$ cat config.mk
export PLATFORM = sky130hd
export DESIGN_NAME = ps2_scancode_rx
export DESIGN_NICKNAME = d
export VERILOG_FILES = /design/src/rtl/ps2_scancode_rx.sv
export SDC_FILE = /design/constraint.sdc
export NUM_CORES = 1
export LEC_CHECK = 0
export BUFFER_PORTS_ARGS = -buffer_cell sky130_fd_sc_hd__buf_2
export CORE_MARGIN = 4
export CORE_UTILIZATION = 29
export DETAILED_ROUTE_END_ITERATION = 7
export GPL_TIMING_DRIVEN = 0
export PLACE_DENSITY = 0.53
export SETUP_SLACK_MARGIN = 0.15
export SYNTH_ARGS = -nofsm -noshare
export SYNTH_HDL_FRONTEND = slang
export SYNTH_SLANG_ARGS = --single-unit
$ cat constraint.sdc
create_clock -name clock -period 2.5 [get_ports clock]
set_input_delay 0.125 -clock clock [delete_from_list [all_inputs] [get_ports clock]]
set_output_delay 0.125 -clock clock [all_outputs]
set_load 0.005 [all_outputs]
$ cat src/rtl/ps2_scancode_rx.sv
// PS/2 keyboard receiver: oversamples the PS/2 lines, frames 11-bit packets,
// folds E0/F0 prefixes into flags and buffers scancodes in a show-ahead FIFO.
module ps2_scancode_rx #(
    parameter int SYNC_STAGES    = 2,
    parameter int FIFO_DEPTH     = 4,
    parameter int TIMEOUT_CYCLES = 5000,
    parameter int PREFIX_DECODE  = 1
) (
    input  logic                              clock,
    input  logic                              resetn,
    input  logic                              ps2_clk,
    input  logic                              ps2_data,
    input  logic                              rd_en,
    output logic [7:0]                        code,
    output logic                              is_ext,
    output logic                              is_break,
    output logic                              valid,
    output logic [$clog2(FIFO_DEPTH+1)-1:0]   count,
    output logic                              frame_err,
    output logic                              overflow
);

    localparam int CW = $clog2(FIFO_DEPTH + 1);
    localparam int PW = $clog2(FIFO_DEPTH);
    localparam int TW = $clog2(TIMEOUT_CYCLES);

    typedef enum logic [2:0] {IDLE, DATA, PARITY, STOP, DECODE} state_t;

    state_t                 state, stateNext;
    logic [SYNC_STAGES-1:0] clkSync, dataSync;
    logic                   clkPrev, fall, bitIn;
    logic [2:0]             bitIdx;
    logic [7:0]             shiftReg;
    logic                   parityBit, frameGood;
    logic [TW-1:0]          toCnt;
    logic                   timeoutHit, badFrame, shiftEn, parityEn;
    logic                   pushReq, setExt, setBrk;
    logic                   extPend, brkPend;

    logic [9:0]             mem [FIFO_DEPTH];
    logic [PW-1:0]          wrPtr, rdPtr;
    logic [CW-1:0]          cnt;
    logic [9:0]             lastHead, headEntry;
    logic                   pop, full, doPush;

    // Lines idle high, so the synchronisers reset to 1 to avoid a false fall.
    always_ff @(posedge clock or negedge resetn) begin
        if (!resetn) begin
            clkSync  <= '1;
            dataSync <= '1;
            clkPrev  <= 1'b1;
        end else begin
            clkSync  <= {clkSync[SYNC_STAGES-2:0], ps2_clk};
            dataSync <= {dataSync[SYNC_STAGES-2:0], ps2_data};
            clkPrev  <= clkSync[SYNC_STAGES-1];
        end
    end

    assign fall       = clkPrev & ~clkSync[SYNC_STAGES-1];
    assign bitIn      = dataSync[SYNC_STAGES-1];
    assign frameGood  = bitIn & (^{shiftReg, parityBit});
    assign timeoutHit = (state == DATA || state == PARITY || state == STOP) &&
                        !fall && (toCnt == TW'(TIMEOUT_CYCLES - 1));

    always_ff @(posedge clock or negedge resetn) begin
        if (!resetn) state <= IDLE;
        else         state <= stateNext;
    end

    always_comb begin
        stateNext = state;
        case (state)
            IDLE:    if (fall && !bitIn) stateNext = DATA;
            DATA:    if (timeoutHit) stateNext = IDLE;
                     else if (fall && bitIdx == 3'd7) stateNext = PARITY;
            PARITY:  if (timeoutHit) stateNext = IDLE;
                     else if (fall) stateNext = STOP;
            STOP:    if (timeoutHit) stateNext = IDLE;
                     else if (fall) stateNext = frameGood ? DECODE : IDLE;
            DECODE:  stateNext = IDLE;
            default: stateNext = IDLE;
        endcase
    end

    always_comb begin
        shiftEn  = (state == DATA) && fall;
        parityEn = (state == PARITY) && fall;
        badFrame = (state == STOP) && fall && !frameGood;
        setExt   = 1'b0;
        setBrk   = 1'b0;
        pushReq  = 1'b0;
        if (state == DECODE) begin
            if (PREFIX_DECODE != 0 && shiftReg == 8'hE0)      setExt  = 1'b1;
            else if (PREFIX_DECODE != 0 && shiftReg == 8'hF0) setBrk  = 1'b1;
            else                                              pushReq = 1'b1;
        end
    end

    // Prefix flags survive aborted frames; only an actual push attempt clears them.
    always_ff @(posedge clock or negedge resetn) begin
        if (!resetn) begin
            bitIdx    <= '0;
            shiftReg  <= '0;
            parityBit <= 1'b0;
            toCnt     <= '0;
            extPend   <= 1'b0;
            brkPend   <= 1'b0;
            frame_err <= 1'b0;
        end else begin
            frame_err <= badFrame | timeoutHit;
            if (state == IDLE) begin
                bitIdx <= '0;
                if (fall && !bitIn) shiftReg <= '0;
            end else if (shiftEn) begin
                shiftReg[bitIdx] <= bitIn;
                bitIdx           <= bitIdx + 3'd1;
            end
            if (parityEn) parityBit <= bitIn;
            if (state == IDLE || state == DECODE || fall) toCnt <= '0;
            else                                          toCnt <= toCnt + 1'b1;
            if (pushReq) begin
                extPend <= 1'b0;
                brkPend <= 1'b0;
            end else begin
                if (setExt) extPend <= 1'b1;
                if (setBrk) brkPend <= 1'b1;
            end
        end
    end

    assign valid     = (cnt != '0);
    assign full      = (cnt == CW'(FIFO_DEPTH));
    assign pop       = rd_en & valid;
    assign doPush    = pushReq & (!full | pop);
    assign headEntry = mem[rdPtr];
    assign count     = cnt;
    assign {is_ext, is_break, code} = valid ? headEntry : lastHead;

    always_ff @(posedge clock) begin
        if (doPush) mem[wrPtr] <= {extPend, brkPend, shiftReg};
    end

    // lastHead keeps the head visible after the FIFO drains.
    always_ff @(posedge clock or negedge resetn) begin
        if (!resetn) begin
            wrPtr    <= '0;
            rdPtr    <= '0;
            cnt      <= '0;
            lastHead <= '0;
            overflow <= 1'b0;
        end else begin
            overflow <= pushReq & full & !pop;
            if (valid)  lastHead <= headEntry;
            if (doPush) wrPtr <= wrPtr + 1'b1;
            if (pop)    rdPtr <= rdPtr + 1'b1;
            case ({doPush, pop})
                2'b10:   cnt <= cnt + 1'b1;
                2'b01:   cnt <= cnt - 1'b1;
                default: cnt <= cnt;
            endcase
        end
    end

endmodule

==> results summary <==
The hold violation total from the final report came out at 0. The worst IR drop on VDD came out at 0.000416 V. The H-tree depth came out at 3.

The synthesized design spends more area on one cell type than any other, namely dfrtp_1. The power density of the placed cells came out at 952 nW/um^2. The number of non-filler instances in the completed layout is 517. The maximum clock path buffer count came out at 2.

The number of DRC markers in iteration 0 came out at 172. The insertion delay of the later-clocked pin in the worst-skew pair came out at 340 ps. The post-synth net total came out at 310. The largest driver fanout on the critical path came out at 7.

The cell row count is 43. The synthesized netlist contains 53 unique library cells. The internal reg-to-reg setup slack came out at 260 ps. Setup violations remaining at the end of the flow were counted as 0. Internal power comes to 3150 uW. Counting flops with a built-in enable in the synthesized netlist gives 40. STA classifies the critical path startpoint as a register.

The count of yosys warnings during synthesis came out at 0. Among all flip-flop cells after synthesis, the most frequent one is dfrtp_1. In the routed design, unresolved DRC markers number 0.

The sequential share of power is 44.6%. Summed over all cells, the static leakage comes to 0.00191 uW. The critical path endpoint category is a register.

Across the run, the number of max-cap violations was 0. The synthesized-area fraction occupied by ao, oa, aoi and oai cells came out at 8.96%. In this run the critical register-to-register path is launched from shiftReg[2]. The count of nets left with antenna violations once routing finished came out at 0.

The number of clock buffers added by TritonCTS is 9. For hold timing, the worst endpoint is rdPtr[1]. The portion of synthesized cell area occupied by the leading cell type came out at 29.8%. The maximum number of pins on one net before global-route repair came out at 55. From synthesis to final layout, the design area changed by 15.9%. The routed length per instance came out at 14.8 microns.

The HPWL after detailed placement came out at 5.13 mm. The starting utilization of the core area is 29.7%. The worst hold path belongs to the class in2reg. The clock skew after layout came out at 9.36 ps. The total via count in the routed design came out at 2417. The post-synthesis instance area came out at 4120 sq um. In the post-route analysis, the smallest setup slack over all paths is 255 ps. After synthesis, flip-flops and latches occupy 62.1% of the total area.

The synthesized-area fraction occupied by adder cells came out at 2.61%. Counting flops with an async set or reset pin after synthesis yields a share of 57.4%. Summed over all failing endpoints, the final setup total negative slack is 0 ps. The worst hold path was traced through 3 stages. Sorting the synthesized cells by area gives the leading types as dfrtp_1, edfxtp_1, mux4_2.

The startpoint identified for the worst hold timing path is rd_en. The design draws 4550 uW. The pin slew with the least headroom to its limit is 715 ps. The die covers 16200 sq um. Setup repair after global routing could not meet its margin everywhere. The net count of the finished layout is 345.

The share of total power consumed by net switching came out at 30.7%. The TritonCTS sink count came out at 94. The fraction of the mapped netlist area in simple logic gates is 11.4%. The instance count after placement with tap cells included came out at 497. The CTS tree is built. The average vias per placed instance is 4.68.

Summing the areas of all xor and xnor instances in the mapped netlist gives 5.01% of the synthesized area. OpenSTA, run right after detailed placement, puts the worst setup slack at 17.7 ps. The period utilization came out at 89.8%. The category of the most critical setup path is reg2reg. The fraction of synthesized area in multiplexers is 8.20%. The via count of the first global-routing pass came out at 2501. The critical path required time is 2730 ps. The floorplan die height is 127 microns. Per report_power, the combinational group accounts for 26.6% of the total. Measured along the x axis, the die boundary spans 127 microns.

The normalized max-slew margin is 52.4%. The number of antenna violations at the first check in global routing was 0. The data arrival time of the critical path is 2470 ps. The number of cells traversed by the worst register-to-register path is 8. The synthesized instance count came out at 297. The total net switching power came out at 1400 uW. Clock tree synthesis selected as its root buffer the cell clkbuf_16.

0 antenna diodes ended up in the layout. After clock tree synthesis, the clock-pin slew on the worst setup and hold paths is 70 ps. The sum of routed wire length over all layers came out at 7.67 mm. Derived from the worst setup path, the maximum achievable clock frequency is 0.446 GHz. The endpoint identified for the worst register-to-register timing path is count[1]. The count of TritonRoute iterations in the first routing pass is 4. Of the cells placed in the final design, the portion with a size suffix greater than 1 is 22.8%. The first-pass GRT wire length is 13.1 mm. After synthesis, the largest family of logic cells by area is simple AND/OR/NAND/NOR gates. The share of total power in the clock network came out at 28.8%.

The flow ran to the end, and the final reports show no timing, DRC or antenna violations. In this run the tool buffered the top-level ports with 20 buffer cells. The core area is 13900 sq um.

The minimum period implied by the final worst setup slack came out at 2240 ps. The mean post-synth cell area came out at 13.9 sq um. The I/O pin count is 21.

The flop and latch count out of synthesis is 94. For this run the aggregate overflow at the end of global routing stands at 0. The final count of pins violating max slew came out at 0. At the end of routability-driven placement, the weighted congestion stood at 0.795. The global routing usage summed across all routing layers is 10.3%.
kinds of logic (layout without fill, tap and decap cells):
family	Yosys count	after routing
mux	20	20
fa+ha+maj	8	8
xor+xnor	22	22
buf+inv	18	58
simple gates	82	82
compound gates	53	53
flops	94	94
critical path: stages, from the launching register on:
cell	delay, ps
dfrtp_1	480
nand4b_4	230
o41ai_4	330
inv_1	150
nor2_1	160
fa_1	470
o21a_1	130
a21oi_1	130
nor2_1	60
final cells by class:
class / count / area, sq um
plain buffers: 11 / 50.0
clock buffers: 9 / 225
clock inverters: 7 / 55.1
fillers: 1358 / 9100
inverters: 7 / 26.3
multi-input cells: 185 / 1500
flip-flops and latches: 94 / 2560
well taps: 180 / 225
repair buffers: 24 / 140
metal layers:
| layer | global-route usage [%] | wire length [microns] | part of all wire (%) | up-vias |
|---|---|---|---|---|
| met3 | 2.88 | 234 | 3.0 | 4 |
| li1 | - | - | - | 1170 |
| met5 | 0 | 0 | 0 | - |
| met4 | 3.60 | 62 | 0.81 | 0 |
| met1 | 12.7 | 3500 | 46 | 1211 |
| met2 | 17.3 | 3870 | 50 | 32 |
cell usage after synthesis (6+ instances only):
cell type	count
dfrtp_1	49
edfxtp_1	40
nor2_1	27
o21ai_0	16
xnor2_1	14
nand2_1	13
a21oi_1	10
mux2_2	10
mux4_2	10
clkbuf_1	8
ha_1	7
inv_1	7
xor2_1	7
and2_1	6
nand3_1	6
power groups by stage:
stage                     registers, uW  logic (uW)  clock network [uW]
after CTS                          2030        1240                1360
after global placement             2050        1200                   0
after detailed placement           2070        1230                   0
after floorplan                    2010         873                   0
after global routing               2060        1350                1420
final                              2030        1210                1310
per-stage QoR:
stage,hold slack (ps),utilization (%),instance area [sq um]
final,117,34.4,4780
after global routing,104,34.4,4780
after floorplan,-171,-,4120
after detailed placement,231,32.0,4450
after CTS,103,34.3,4760
after global placement,231,32.0,4450
how the worst max path moves through the flow:
stage	from	to	slack [ps]	cells after the start
6_report	shiftReg[2]	count[1]	260	8
5_1_grt	state[1]	mem[0][3]	130	6
4_1_cts	state[1]	mem[1][0]	80	6
3_5_place_dp	shiftReg[2]	count[1]	20	8
3_3_place_gp	shiftReg[2]	count[1]	20	8
2_1_floorplan	shiftReg[2]	count[1]	360	8
registers in the layout, summed over array words and instances, names as in the netlist:
name and count:
brkPend 1, mem 40, wrPtr 2, clkPrev 1, dataSync 2, bitIdx 3
shiftReg 8, extPend 1, frame_err 1, overflow 1, clkSync 2, count 3
toCnt 13, parityBit 1, rdPtr 2, state 3, lastHead 10
timing repair:
action / 4_1_cts / 5_1_grt
hold buffers: 2 / 1
pin swaps: 1 / 0
endpoints found under the hold margin: 2 / 49
endpoints found under the setup margin: 26 / 44
cloned: 0 / 0
resized for setup: 3 / 4
buffers inserted: 1 / 0
cells in the final DEF (no fill, tap or decap), types with 4 or more instances in the layout:
cell type  instances
nand2_1           13
o21ai_0           16
a21oi_1           10
inv_6              4
dfstp_2            5
xor2_1             7
nor2_1            27
xnor2_1           14
dfrtp_1           49
clkbuf_16          9
clkbuf_1           8
a22o_1             4
mux2_2            10
inv_1              7
edfxtp_1          40
mux4_2            10
nand3_1            6
buf_2             19
ha_1               7
o21ai_1            4
nand4_1            5
No activity file was read; power rests on OpenSTA's default activity.
